File: src/rtl/pc_fetch_ctrl.sv
// Next-PC sequencer and instruction-fetch controller.
// Owns the fetch PC, issues one imem request at a time over valid/ready,
// buffers the returned word for IF/ID, and applies stalls, branch/jump
// redirects and trap redirects (wrong-path responses are discarded).
//
// Ports:
//   clk, rst            clock, synchronous active-low reset
//   stall_i             hazard freeze: blocks new requests and IF handoff
//   redirect_valid/_pc  taken branch/jump target from EX
//   trap_valid          trap redirect to TRAP_VECTOR (wins over redirect)
//   imem_req_*          fetch request channel (valid/ready/addr)
//   imem_rsp_*          fetch response (valid/data)
//   if_valid/pc/instr   fetched instruction to IF/ID, if_ready accepts it
//   pc                  next address to be fetched
module pc_fetch_ctrl #(
    parameter logic [31:0] RESET_VECTOR = 32'h0000_0000,
    parameter logic [31:0] TRAP_VECTOR  = 32'h0000_0100
) (
    input  logic        clk,
    input  logic        rst,
    input  logic        stall_i,
    input  logic        redirect_valid,
    input  logic [31:0] redirect_pc,
    input  logic        trap_valid,
    output logic        imem_req_valid,
    output logic [31:0] imem_req_addr,
    input  logic        imem_req_ready,
    input  logic        imem_rsp_valid,
    input  logic [31:0] imem_rsp_data,
    output logic        if_valid,
    output logic [31:0] if_pc,
    output logic [31:0] if_instr,
    input  logic        if_ready,
    output logic [31:0] pc
);

    localparam int unsigned XLEN = 32;
    localparam logic [XLEN-1:0] NOP_INSTR = 32'h0000_0013;

    typedef enum logic [1:0] {IDLE, REQ, WAIT, HOLD} state_e;

    state_e            state_q, state_d;
    logic [XLEN-1:0]   pc_q, pc_d;
    logic [XLEN-1:0]   req_pc_q, req_pc_d;
    logic [XLEN-1:0]   req_addr_q, req_addr_d;
    logic [XLEN-1:0]   if_pc_q, if_pc_d;
    logic [XLEN-1:0]   if_instr_q, if_instr_d;
    logic              kill_q, kill_d;
    logic              req_committed_q, req_committed_d;
    logic              if_valid_q, if_valid_d;

    logic              redir_c;
    logic [XLEN-1:0]   redir_target_c;
    logic              req_valid_c;
    logic [XLEN-1:0]   req_addr_c;
    logic              req_fire_c;

    // Redirect target; trap wins, branch targets are word-aligned.
    assign redir_c        = trap_valid | redirect_valid;
    assign redir_target_c = trap_valid ? TRAP_VECTOR : (redirect_pc & ~XLEN'(3));

    // State register.
    always_ff @(posedge clk) begin
        if (!rst) state_q <= IDLE;
        else      state_q <= state_d;
    end

    // Next-state logic.
    always_comb begin
        state_d = state_q;
        case (state_q)
            IDLE: state_d = REQ;
            REQ:  if (req_fire_c) state_d = WAIT;
            WAIT: if (imem_rsp_valid) state_d = (kill_q || redir_c) ? REQ : HOLD;
            HOLD: if (redir_c || (if_ready && !stall_i)) state_d = REQ;
            default: state_d = IDLE;
        endcase
    end

    // Request channel: once asserted the request (and its address) is held
    // until accepted, regardless of stall or a redirect moving pc_q.
    always_comb begin
        req_valid_c = 1'b0;
        req_addr_c  = pc_q;
        if (state_q == REQ) begin
            req_valid_c = !stall_i || req_committed_q;
            req_addr_c  = req_committed_q ? req_addr_q : pc_q;
        end
        req_fire_c = req_valid_c && imem_req_ready;
    end

    assign imem_req_valid = req_valid_c;
    assign imem_req_addr  = req_addr_c;
    assign if_valid       = if_valid_q;
    assign if_pc          = if_pc_q;
    assign if_instr       = if_instr_q;
    assign pc             = pc_q;

    // Datapath next-state: pc sequencing, kill tracking, IF buffer.
    always_comb begin
        pc_d            = pc_q;
        req_pc_d        = req_pc_q;
        req_addr_d      = req_addr_q;
        if_pc_d         = if_pc_q;
        if_instr_d      = if_instr_q;
        kill_d          = kill_q;
        req_committed_d = req_committed_q;
        if_valid_d      = if_valid_q;
        case (state_q)
            IDLE: begin
                kill_d          = 1'b0;
                req_committed_d = 1'b0;
            end
            REQ: begin
                if (req_fire_c) begin
                    req_pc_d        = req_addr_c;
                    req_committed_d = 1'b0;
                    // A pending kill means pc_q already holds the redirect target.
                    pc_d            = kill_q ? pc_q : pc_q + XLEN'(4);
                end else if (req_valid_c) begin
                    req_committed_d = 1'b1;
                    req_addr_d      = req_addr_c;
                end
                if (redir_c) begin
                    pc_d = redir_target_c;
                    if (req_valid_c) kill_d = 1'b1;
                end
            end
            WAIT: begin
                if (imem_rsp_valid) begin
                    kill_d = 1'b0;
                    if (!kill_q && !redir_c) begin
                        if_instr_d = imem_rsp_data;
                        if_pc_d    = req_pc_q;
                        if_valid_d = 1'b1;
                    end
                end else if (redir_c) begin
                    kill_d = 1'b1;
                end
                if (redir_c) pc_d = redir_target_c;
            end
            HOLD: begin
                if (redir_c) begin
                    pc_d       = redir_target_c;
                    if_valid_d = 1'b0;
                end else if (if_ready && !stall_i) begin
                    if_valid_d = 1'b0;
                end
            end
            default: ;
        endcase
    end

    // Datapath registers.
    always_ff @(posedge clk) begin
        if (!rst) begin
            pc_q            <= RESET_VECTOR;
            req_pc_q        <= '0;
            req_addr_q      <= '0;
            if_pc_q         <= '0;
            if_instr_q      <= NOP_INSTR;
            kill_q          <= 1'b0;
            req_committed_q <= 1'b0;
            if_valid_q      <= 1'b0;
        end else begin
            pc_q            <= pc_d;
            req_pc_q        <= req_pc_d;
            req_addr_q      <= req_addr_d;
            if_pc_q         <= if_pc_d;
            if_instr_q      <= if_instr_d;
            kill_q          <= kill_d;
            req_committed_q <= req_committed_d;
            if_valid_q      <= if_valid_d;
        end
    end

endmodule

File: config.mk
export PLATFORM = sky130hd
export DESIGN_NAME = pc_fetch_ctrl
export DESIGN_NICKNAME = d
export VERILOG_FILES = /design/src/rtl/pc_fetch_ctrl.sv
export SDC_FILE = /design/constraint.sdc
export NUM_CORES = 1
export LEC_CHECK = 0
export BUFFER_PORTS_ARGS = -buffer_cell sky130_fd_sc_hd__buf_2
export CAP_MARGIN = 30
export CORE_UTILIZATION = 46
export CTS_CLUSTER_DIAMETER = 40
export DETAILED_ROUTE_END_ITERATION = 8
export GPL_ROUTABILITY_DRIVEN = 0
export HOLD_SLACK_MARGIN = 0.12
export PLACE_DENSITY = 0.72
export SETUP_SLACK_MARGIN = 0.05
export SYNTH_ARGS = -nofsm -noshare
export SYNTH_HDL_FRONTEND = slang
export SYNTH_SLANG_ARGS = --single-unit
File: constraint.sdc
create_clock -name clk -period 4.8 [get_ports clk]
set_clock_uncertainty 0.1 [all_clocks]
set_input_delay 0.96 -clock clk [delete_from_list [all_inputs] [get_ports clk]]
set_output_delay 0.96 -clock clk [all_outputs]
set_load 0.005 [all_outputs]
After elaboration in Yosys (flattened, before gate mapping)
Index checks and enable logic that the tools add are counted.

word-level totals
  flip-flop bits (word level) = 165
  latch bits = 0
  RAM bits = 0
  ROM bits = 0
  bits of input ports = 72
  output and inout bits = 130
  logic and storage cells = 76
  memories = 0

operators by class
  $add $sub $neg = 1
  $mul = 0
  div/mod/pow operators = 0
  magnitude comparators = 0
  equality and inequality tests = 15
  shifts and indexed selects = 0
  muxes and demuxes = 26
  bitwise operators = 2
  reduce and logical (&&, ||, !) cells = 23

operator list
  kind                     number
  $mux W32                 7
  $pmux W32 S2             1
  $add A32 B3 Y32 const B  1
  $ne A3 B3 Y1 const B     5
  $ne A2 B2 Y1 const B     6
  $reduce_and A4 Y1        3
  $mux W1                  10
  $reduce_and A3 Y1        3
  $mux W2                  4
  $pmux W2 S4              1
  $reduce_bool A2 Y1       3
  $eq A2 B2 Y1 const B     2
  $pmux W1 S2              2
  $reduce_and A2 Y1        2
  $logic_and A1 B1 Y1      3
  $logic_not A1 Y1         3
  $logic_or A1 B1 Y1       3
  $pmux W1 S3              1
  $reduce_bool A3 Y1       1
  $eq A2 B1 Y1 const B     1
  $logic_not A2 Y1         1
  $ne A2 B1 Y1 const B     1
  $reduce_or A2 Y1         1
  $not A1 Y1               1
  $or A1 B1 Y1             1

Longest topological paths before layout
Gate-level depths: netlist of the first run.

  depth in word-level cells = 7
  depth in mapped cells = 10
  depth with buffers taken out = 7

Worst setup path after synthesis of the first run
Ideal clock, no wire load.

  path type = reg-to-output
  start = register state_q[1]
  end = output port imem_req_addr[10]
  arrival = 1707 ps
  setup slack = 2033 ps
  stages on the path, launching flop included = 8
  buffers on the path = 2
  cell sequence = dfxtp_1 inv_1 ha_1 buf_2 nand2_1 clkbuf_1 mux2i_1 inv_1

between the ends
  word-level cells in the longest chain between the ends = 2

ends and longest elaborated chain
  element                 line  RTL
  from (decl)             42    state_e state_q, state_d;
  from (signal assigned)  65    else state_q <= state_d;
  $eq A2 B1 Y1            85    if (state_q == REQ) begin
  $mux W32                85
  to (decl)               26    output logic [31:0] imem_req_addr,

Every way passes these cells.

Final worst setup path of the first run
  start = register state_q[1]
  end = output port imem_req_addr[22]

The elaborated chain is that of the path after synthesis.

==> results of run 1 <==
[kinds of logic (layout without fill, tap and decap cells)]
group,after synthesis,count (layout),synth area share [%]
buffers and inverters,108,281,5.905
adder cells (fa/ha/maj),6,6,1.036
flip-flops,163,163,45.03
AO/OA/AOI/OAI,234,234,20.65
other,1,2,0.05175
multiplexers,35,35,4.834
AND/OR/NAND/NOR,367,367,22.38
XOR/XNOR,1,1,0.1209
[per-stage QoR]
step	hold slack, ns	area [µm²]	utilization, %	std cells
6_report	0.3477	8991	58.71	1300
5_1_grt	0.3574	8991	58.71	1300
4_1_cts	0.3458	8971	58.58	1299
3_5_place_dp	0.3368	8330	54.40	1267
3_3_place_gp	0.3306	8330	54.40	1267
2_1_floorplan	0.3256	7251	-	916
[final cells by class]
cell class	count	area, µm²
clock inverters	13	197.7
flip-flops and latches	163	3263
clock buffers	19	442.9
inverters	39	148.9
well taps	211	264.0
multi-input cells	645	3578
fillers	1415	6324
repair buffers	210	1096
[state kept, by name (all words and copies together) (netlist names)]
signal and count:
req_pc_q 32, req_addr_q 32, if_instr 32, if_pc 32, state_q 2, pc 30, req_committed_q 1, if_valid 1
kill_q 1
[synthesized netlist by cell type (6+ instances only)]
cell type / n / share of area, %
a211oi_1: 63 / 6.5
a21oi_1: 92 / 6.4
and2_1: 7 / 0.60
and3_1: 10 / 0.86
buf_2: 12 / 0.83
clkbuf_1: 53 / 2.7
dfxtp_1: 163 / 45
ha_1: 6 / 1.0
inv_1: 39 / 2.0
mux2i_1: 35 / 4.8
nand2_1: 177 / 9.2
nand3_1: 20 / 1.4
nand4_1: 11 / 0.95
nor2_1: 98 / 5.1
nor3_1: 13 / 0.90
o21ai_0: 29 / 2.0
[layer usage]
metal	global-route usage, %	wire length [µm]	part of all wire (%)	vias to the layer above
li1	-	-	-	3513
met1	32.79	8812	44	3232
met2	39.09	9270	47	276
met3	5.653	1497	7.5	25
met4	8.543	345	1.7	0
met5	0	0	0	-
[worst max path at each step]
stage | startpoint | to | slack, ns | cells after the start
floorplan | state_q[1]$_SDFFE_PN0P_ | imem_req_addr[10] | 2.03 | 7
global placement | state_q[0]$_SDFFE_PN0P_ | imem_req_addr[21] | 1.52 | 5
detailed placement | state_q[1]$_SDFFE_PN0P_ | imem_req_addr[22] | 1.44 | 6
CTS | state_q[1]$_SDFFE_PN0P_ | imem_req_addr[22] | 0.97 | 6
global route | state_q[1]$_SDFFE_PN0P_ | imem_req_addr[22] | 1.33 | 7
finish | state_q[1]$_SDFFE_PN0P_ | imem_req_addr[22] | 1.43 | 7
[worst max-delay path, stage by stage (launching register included)]
cell and delay [ns]:
dfxtp_1 0.39, inv_1 0.09, ha_1 0.34, nand2_2 0.15, buf_12 0.22, mux2i_1 0.45, inv_1 0.07, buf_2 0.13
[where the power goes]
group | internal, mW | switching [mW] | total (mW)
Clock | 0.894 | 0.565 | 1.46
Sequential | 1.39 | 0.0377 | 1.43
Combinational | 0.103 | 0.163 | 0.266
Total | 2.39 | 0.766 | 3.16
[placed cells by master (no fill, tap or decap), drive strengths merged, types with 12 or more instances in the layout]
master  count
a211oi     63
a21oi      92
buf       210
clkbuf     19
dfxtp     163
inv        42
mux2i      35
nand2     177
nand3      21
nand4      12
nor2       99
nor3       13
o21ai      29
==> impl_metrics.py, run 1 <==
metrics = {
    "sta": {
        "setup_viol": 0,
        "setup_ws_ns": 1.434,
        "drv_slew": 0,
        "rsz0062_at_grt": "false",
        "slew_headroom_pct": 33.44,
        "fmax_mhz": 297.1,
        "finalCritPeriodShare_pct": 70.13,
        "layout_min_cycle_time_ns": 3.366,
        "hold_viol": 0,
        "totalNegativeSetupSlack_ns": 0,
        "worst_slew_pin_slew_ns": 0.9984,
    },
    "layout": {
        "area_growth_pct": 24.07,
        "drive_above_1_share_pct": 23.32,
        "diodes": 0,
        "nNetsFinal": 1154,
    },
    "global_route": {
        "grt.total_usage_pct": 24.61,
        "grt_pass1_wl_mm": 31.87,
        "antenna_found_initial": 0,
        "gr-total-overflow": 0,
        "grt_pass1_vias": 6287,
        "grt_max_degree": 93,
    },
    "place": {
        "place_ws_ns": 1.441,
        "io_buffers": 197,
        "dp_hpwl_mm": 13.23,
    },
    "power": {
        "p_per_area_nw_per_um2": 351.0,
        "p_leak_nw": 4.069,
        "fin_total_pwr_mw": 3.156,
        "ir_drop_mv": 0.2515,
    },
    "synth": {
        "syn_inst": 915,
        "synth-seq-cells": 163,
        "ys_async_sr_fraction_pct": 0,
        "netlist_area_um2": 7247,
        "yosys_warnings": 0,
        "synth-seq-area-share_pct": 45.03,
        "synth-edff-count": 0,
        "ys.flop_type": "dfxtp_1",
        "synth_cell_types": 59,
        "avgSynthCellArea_um2": 7.920,
    },
    "critical_path": {
        "reg2reg_slack_ns": 1.81,
        "crit_path_max_fanout": 30,
        "cp.arrival_ns": 2.31,
        "r2r_start": "state_q[0]$_SDFFE_PN0P_",
        "crit_required_ns": 3.74,
        "reg2regPathDepth": 7,
        "cp-start-kind": "flop",
        "crit_type": "reg -> out",
        "reg2reg_to": "pc[31]$_SDFFE_PN0P_",
        "crit_path_end_kind": "output pin",
    },
    "route": {
        "ant_nets": 0,
        "routed_wl_mm": 19.93,
        "routed_via_density": 5.420,
        "num_vias": 7046,
        "drt-initial-drc-count": 640,
        "dr.pass1.iters": 5,
        "wl_per_cell_um": 15.33,
        "drcViolationCount": 0,
    },
    "clock_network": {
        "postCtsSetupBuffers": 0,
        "clk_path_buf_depth": 2,
        "insertion_delay_ns": 0.42,
        "clock-root-buffer": "clkbuf_16",
        "cts.reportedPaths.clkPinSlew_ns": 0.06,
        "numCtsBuffers": 17,
        "h-tree-depth": 4,
        "cts-resized-gates": 0,
        "cts_tree": "yes",
        "clock_sinks": 163,
        "hold_buffers": 0,
    },
    "status": {
        "status": "finished clean",
    },
    "run": {
        "maxCapViolCount": 0,
    },
    "floorplan": {
        "dieArea_um2": 16260,
        "rows": 45,
        "initial_core_util_pct": 47.32,
        "ios": 202,
        "core_region_area_um2": 15310,
        "die_h_um": 127.5,
        "die_w_um": 127.5,
    },
    "hold_path": {
        "whs_path_depth": 1,
        "holdCritStartpoint": "req_addr_q[0]$_SDFFE_PN0P_",
        "hp-class": "reg -> reg",
        "hold_end": "req_addr_q[0]$_SDFFE_PN0P_",
    },
}
Power figures use the tool's default switching activity.
==> inputs of run 2 (changes only) <==
--- a/config.mk
+++ b/config.mk
@@ -12,7 +12,7 @@
 export DETAILED_ROUTE_END_ITERATION = 8
 export GPL_ROUTABILITY_DRIVEN = 0
 export HOLD_SLACK_MARGIN = 0.12
-export PLACE_DENSITY = 0.72
+export PLACE_DENSITY = 0.75
 export SETUP_SLACK_MARGIN = 0.05
 export SYNTH_ARGS = -nofsm -noshare
 export SYNTH_HDL_FRONTEND = slang
==> constraint.sdc (replaced) <==
create_clock -name clk -period 2.7 [get_ports clk]
set_clock_uncertainty 0.1 [all_clocks]
set_input_delay 0.54 -clock clk [delete_from_list [all_inputs] [get_ports clk]]
set_output_delay 0.54 -clock clk [all_outputs]
set_load 0.005 [all_outputs]
==> run 2 against run 1 <==
  * Critical path depth unchanged
  * Die area unchanged
  * Via count up 2.0%
  * Sequential cell count unchanged
  * Sequential power up 78%
  * Hold slack worse by 0.12 ns
  * Clock power up 62%
  * Worst setup slack worse by 1.3 ns
  * Largest cell class unchanged
  * Wire length up 2.4%
  * Register-to-register slack worse by 1.7 ns
  * First-iteration DRC count down 15%
  * Global-route usage up 0.16 points
==> impl_metrics.py, run 2 (same netlist as run 1, synthesis figures left out) <==
metrics = {
    "power": {
        "swShare_pct": 25.48,
        "p_leak_nw": 4.030,
        "ir_drop_mv": 0.4964,
        "p_per_area_nw_per_um2": 581.1,
        "combPwrFrac_pct": 9.6,
        "clkPwrFrac_pct": 43.4,
        "switchingPower_mw": 1.384,
        "sequentialPowerShare_pct": 47.0,
        "intPower_mw": 4.048,
    },
    "layout": {
        "fill_cells": 1431,
        "drive_above_1_share_pct": 26.83,
        "multiInputGateArea_um2": 3776,
        "instances_no_fill": 1319,
        "layout.cells.most_common_list": "197 x buf_2, 174 x nand2_1, 162 x dfxtp_1",
        "final_common_cell": "buf_2",
        "nNetsFinal": 1172,
        "area_growth_pct": 28.99,
        "final-seq-area_um2": 3264,
    },
    "critical_path": {
        "cp.arrival_ns": 2.78,
        "worstSetupEndpoint": "pc[31]$_SDFFE_PN0P_",
        "path_buf_inv": 1,
        "reg2regPathDepth": 7,
        "slowest_delay_ns": 0.54,
        "crit_required_ns": 2.94,
        "crit_type": "reg -> reg",
        "path_cells": "inv_1, ha_1, or3_1, o31ai_1, nand3_1, or4_1, o311ai_1",
        "path_depth": 7,
        "crit_family": "simple AND/OR/NAND/NOR gates",
        "crit_start": "state_q[0]$_SDFFE_PN0P_",
        "crit_path_end_kind": "flop",
        "cp_slowest_cell": "or4_1",
        "reg2reg_slack_ns": 0.16,
        "crit_path_max_fanout": 10,
        "reg2reg_to": "pc[31]$_SDFFE_PN0P_",
        "r2r_start": "state_q[0]$_SDFFE_PN0P_",
        "cp-start-kind": "flop",
    },
    "sta": {
        "slew_headroom_pct": 54.12,
        "setup_viol": 0,
        "rsz0062_at_grt": "true",
        "totalNegativeSetupSlack_ns": 0,
        "worst_slew_pin_slew_ns": 0.6882,
        "layout_min_cycle_time_ns": 2.540,
        "fmax_mhz": 393.7,
        "hold_viol": 0,
        "drv_slew": 0,
        "finalCritPeriodShare_pct": 94.08,
    },
    "global_route": {
        "grt_pass1_wl_mm": 32.09,
        "antenna_found_initial": 1,
        "gr-total-overflow": 0,
        "grt_max_degree": 107,
        "grt.total_usage_pct": 24.77,
        "grt_pass1_vias": 6277,
    },
    "hold_path": {
        "holdCritStartpoint": "imem_rsp_data[4]",
        "hp-class": "in -> reg",
    },
    "floorplan": {
        "initial_core_util_pct": 47.32,
        "rows": 45,
        "die_h_um": 127.5,
        "ios": 202,
        "dieArea_um2": 16260,
        "die_w_um": 127.5,
        "core_region_area_um2": 15310,
    },
    "place": {
        "placedCellCount": 1283,
        "io_buffers": 197,
        "dp_hpwl_mm": 13.51,
    },
    "run": {
        "maxCapViolCount": 0,
    },
    "status": {
        "status": "finished clean",
    },
    "clock_network": {
        "hold_buffers": 0,
        "insertion_delay_ns": 0.43,
        "cts_tree": "yes",
        "clock_sinks": 163,
        "h-tree-depth": 4,
        "cts.reportedPaths.clkPinSlew_ns": 0.07,
        "numCtsBuffers": 17,
        "clock-root-buffer": "clkbuf_16",
        "clk_path_buf_depth": 2,
    },
    "route": {
        "routed_wl_mm": 20.41,
        "drt-initial-drc-count": 542,
        "drcViolationCount": 0,
        "dr.pass1.iters": 5,
        "routed_via_density": 5.447,
        "wl_per_cell_um": 15.48,
        "num_vias": 7184,
        "ant_nets": 0,
    },
}
## run 2: changes by cell type in the layout (fill, tap and decap cells not counted), moves of 3 or more
cell,change
mux2i_1,-24
mux2i_2,+15
buf_4,+12
mux2i_4,+9
buf_12,+4
bufinv_16,-3
## run 2: metal layers
layer / vias up / share of wire (%) / track usage, %
li1: 3549 / - / -
met1: 3318 / 44 / 33.35
met2: 287 / 46 / 38.51
met3: 30 / 7.8 / 5.863
met4: 0 / 2.2 / 9.244
met5: - / 0 / 0
## run 2: stage by stage
| step | total power, mW | setup slack (ns) | utilization, % | area (µm²) | hold WS [ns] |
|---|---|---|---|---|---|
| final | 5.432 | 0.1599 | 61.04 | 9348 | 0.2280 |
| after floorplan | 2.877 | 0.3529 | - | 7251 | 0.3256 |
| after CTS | 5.448 | 0.04006 | 60.28 | 9231 | 0.2158 |
| after global placement | 3.075 | 0.2555 | 55.59 | 8513 | 0.3290 |
| after detailed placement | 3.086 | 0.1991 | 55.59 | 8513 | 0.3391 |
| after global routing | 5.642 | 0.0005895 | 61.04 | 9348 | 0.2285 |
## run 2: final cells by class
class | count | share of cell area, %
flip-flops and latches | 163 | 34.92
multi-input cells | 645 | 40.40
diodes | 1 | 0.02677
clock inverters | 9 | 1.017
inverters | 39 | 1.593
well taps | 211 | 2.824
repair buffers | 228 | 14.11
clock buffers | 23 | 5.113
## run 2: power by group through the flow
| stage | registers (mW) | clock network [mW] | logic [mW] |
|---|---|---|---|
| detailed placement | 2.59 | 0 | 0.491 |
| CTS | 2.55 | 2.39 | 0.508 |
| global placement | 2.59 | 0 | 0.483 |
| floorplan | 2.58 | 0 | 0.301 |
| finish | 2.55 | 2.36 | 0.521 |
| global route | 2.56 | 2.51 | 0.576 |
## run 2: worst register-to-register path, cell delays in order (launching register included)
cell	delay [ns]
dfxtp_1	0.44
inv_1	0.10
ha_1	0.32
or3_1	0.37
o31ai_1	0.29
nand3_1	0.22
or4_1	0.54
o311ai_1	0.08
## run 2: how the worst min path moves through the flow
stage | to | slack [ns] | cells after the start
2_1_floorplan | req_addr_q[0]$_SDFFE_PN0P_ | 0.33 | 1
3_3_place_gp | req_addr_q[1]$_SDFFE_PN0P_ | 0.33 | 1
3_5_place_dp | req_addr_q[0]$_SDFFE_PN0P_ | 0.34 | 1
4_1_cts | if_instr[4]$_SDFFE_PN1P_ | 0.22 | 3
5_1_grt | if_instr[4]$_SDFFE_PN1P_ | 0.23 | 3
6_report | if_instr[4]$_SDFFE_PN1P_ | 0.23 | 3
## run 2: repair_timing
action | 4_1_cts | 5_1_grt
buffers inserted | 0 | 1
hold endpoints to repair | 0 | 0
cloned | 1 | 1
pin swaps | 0 | 1
endpoints found under the setup margin | 30 | 21
resized for setup | 28 | 12
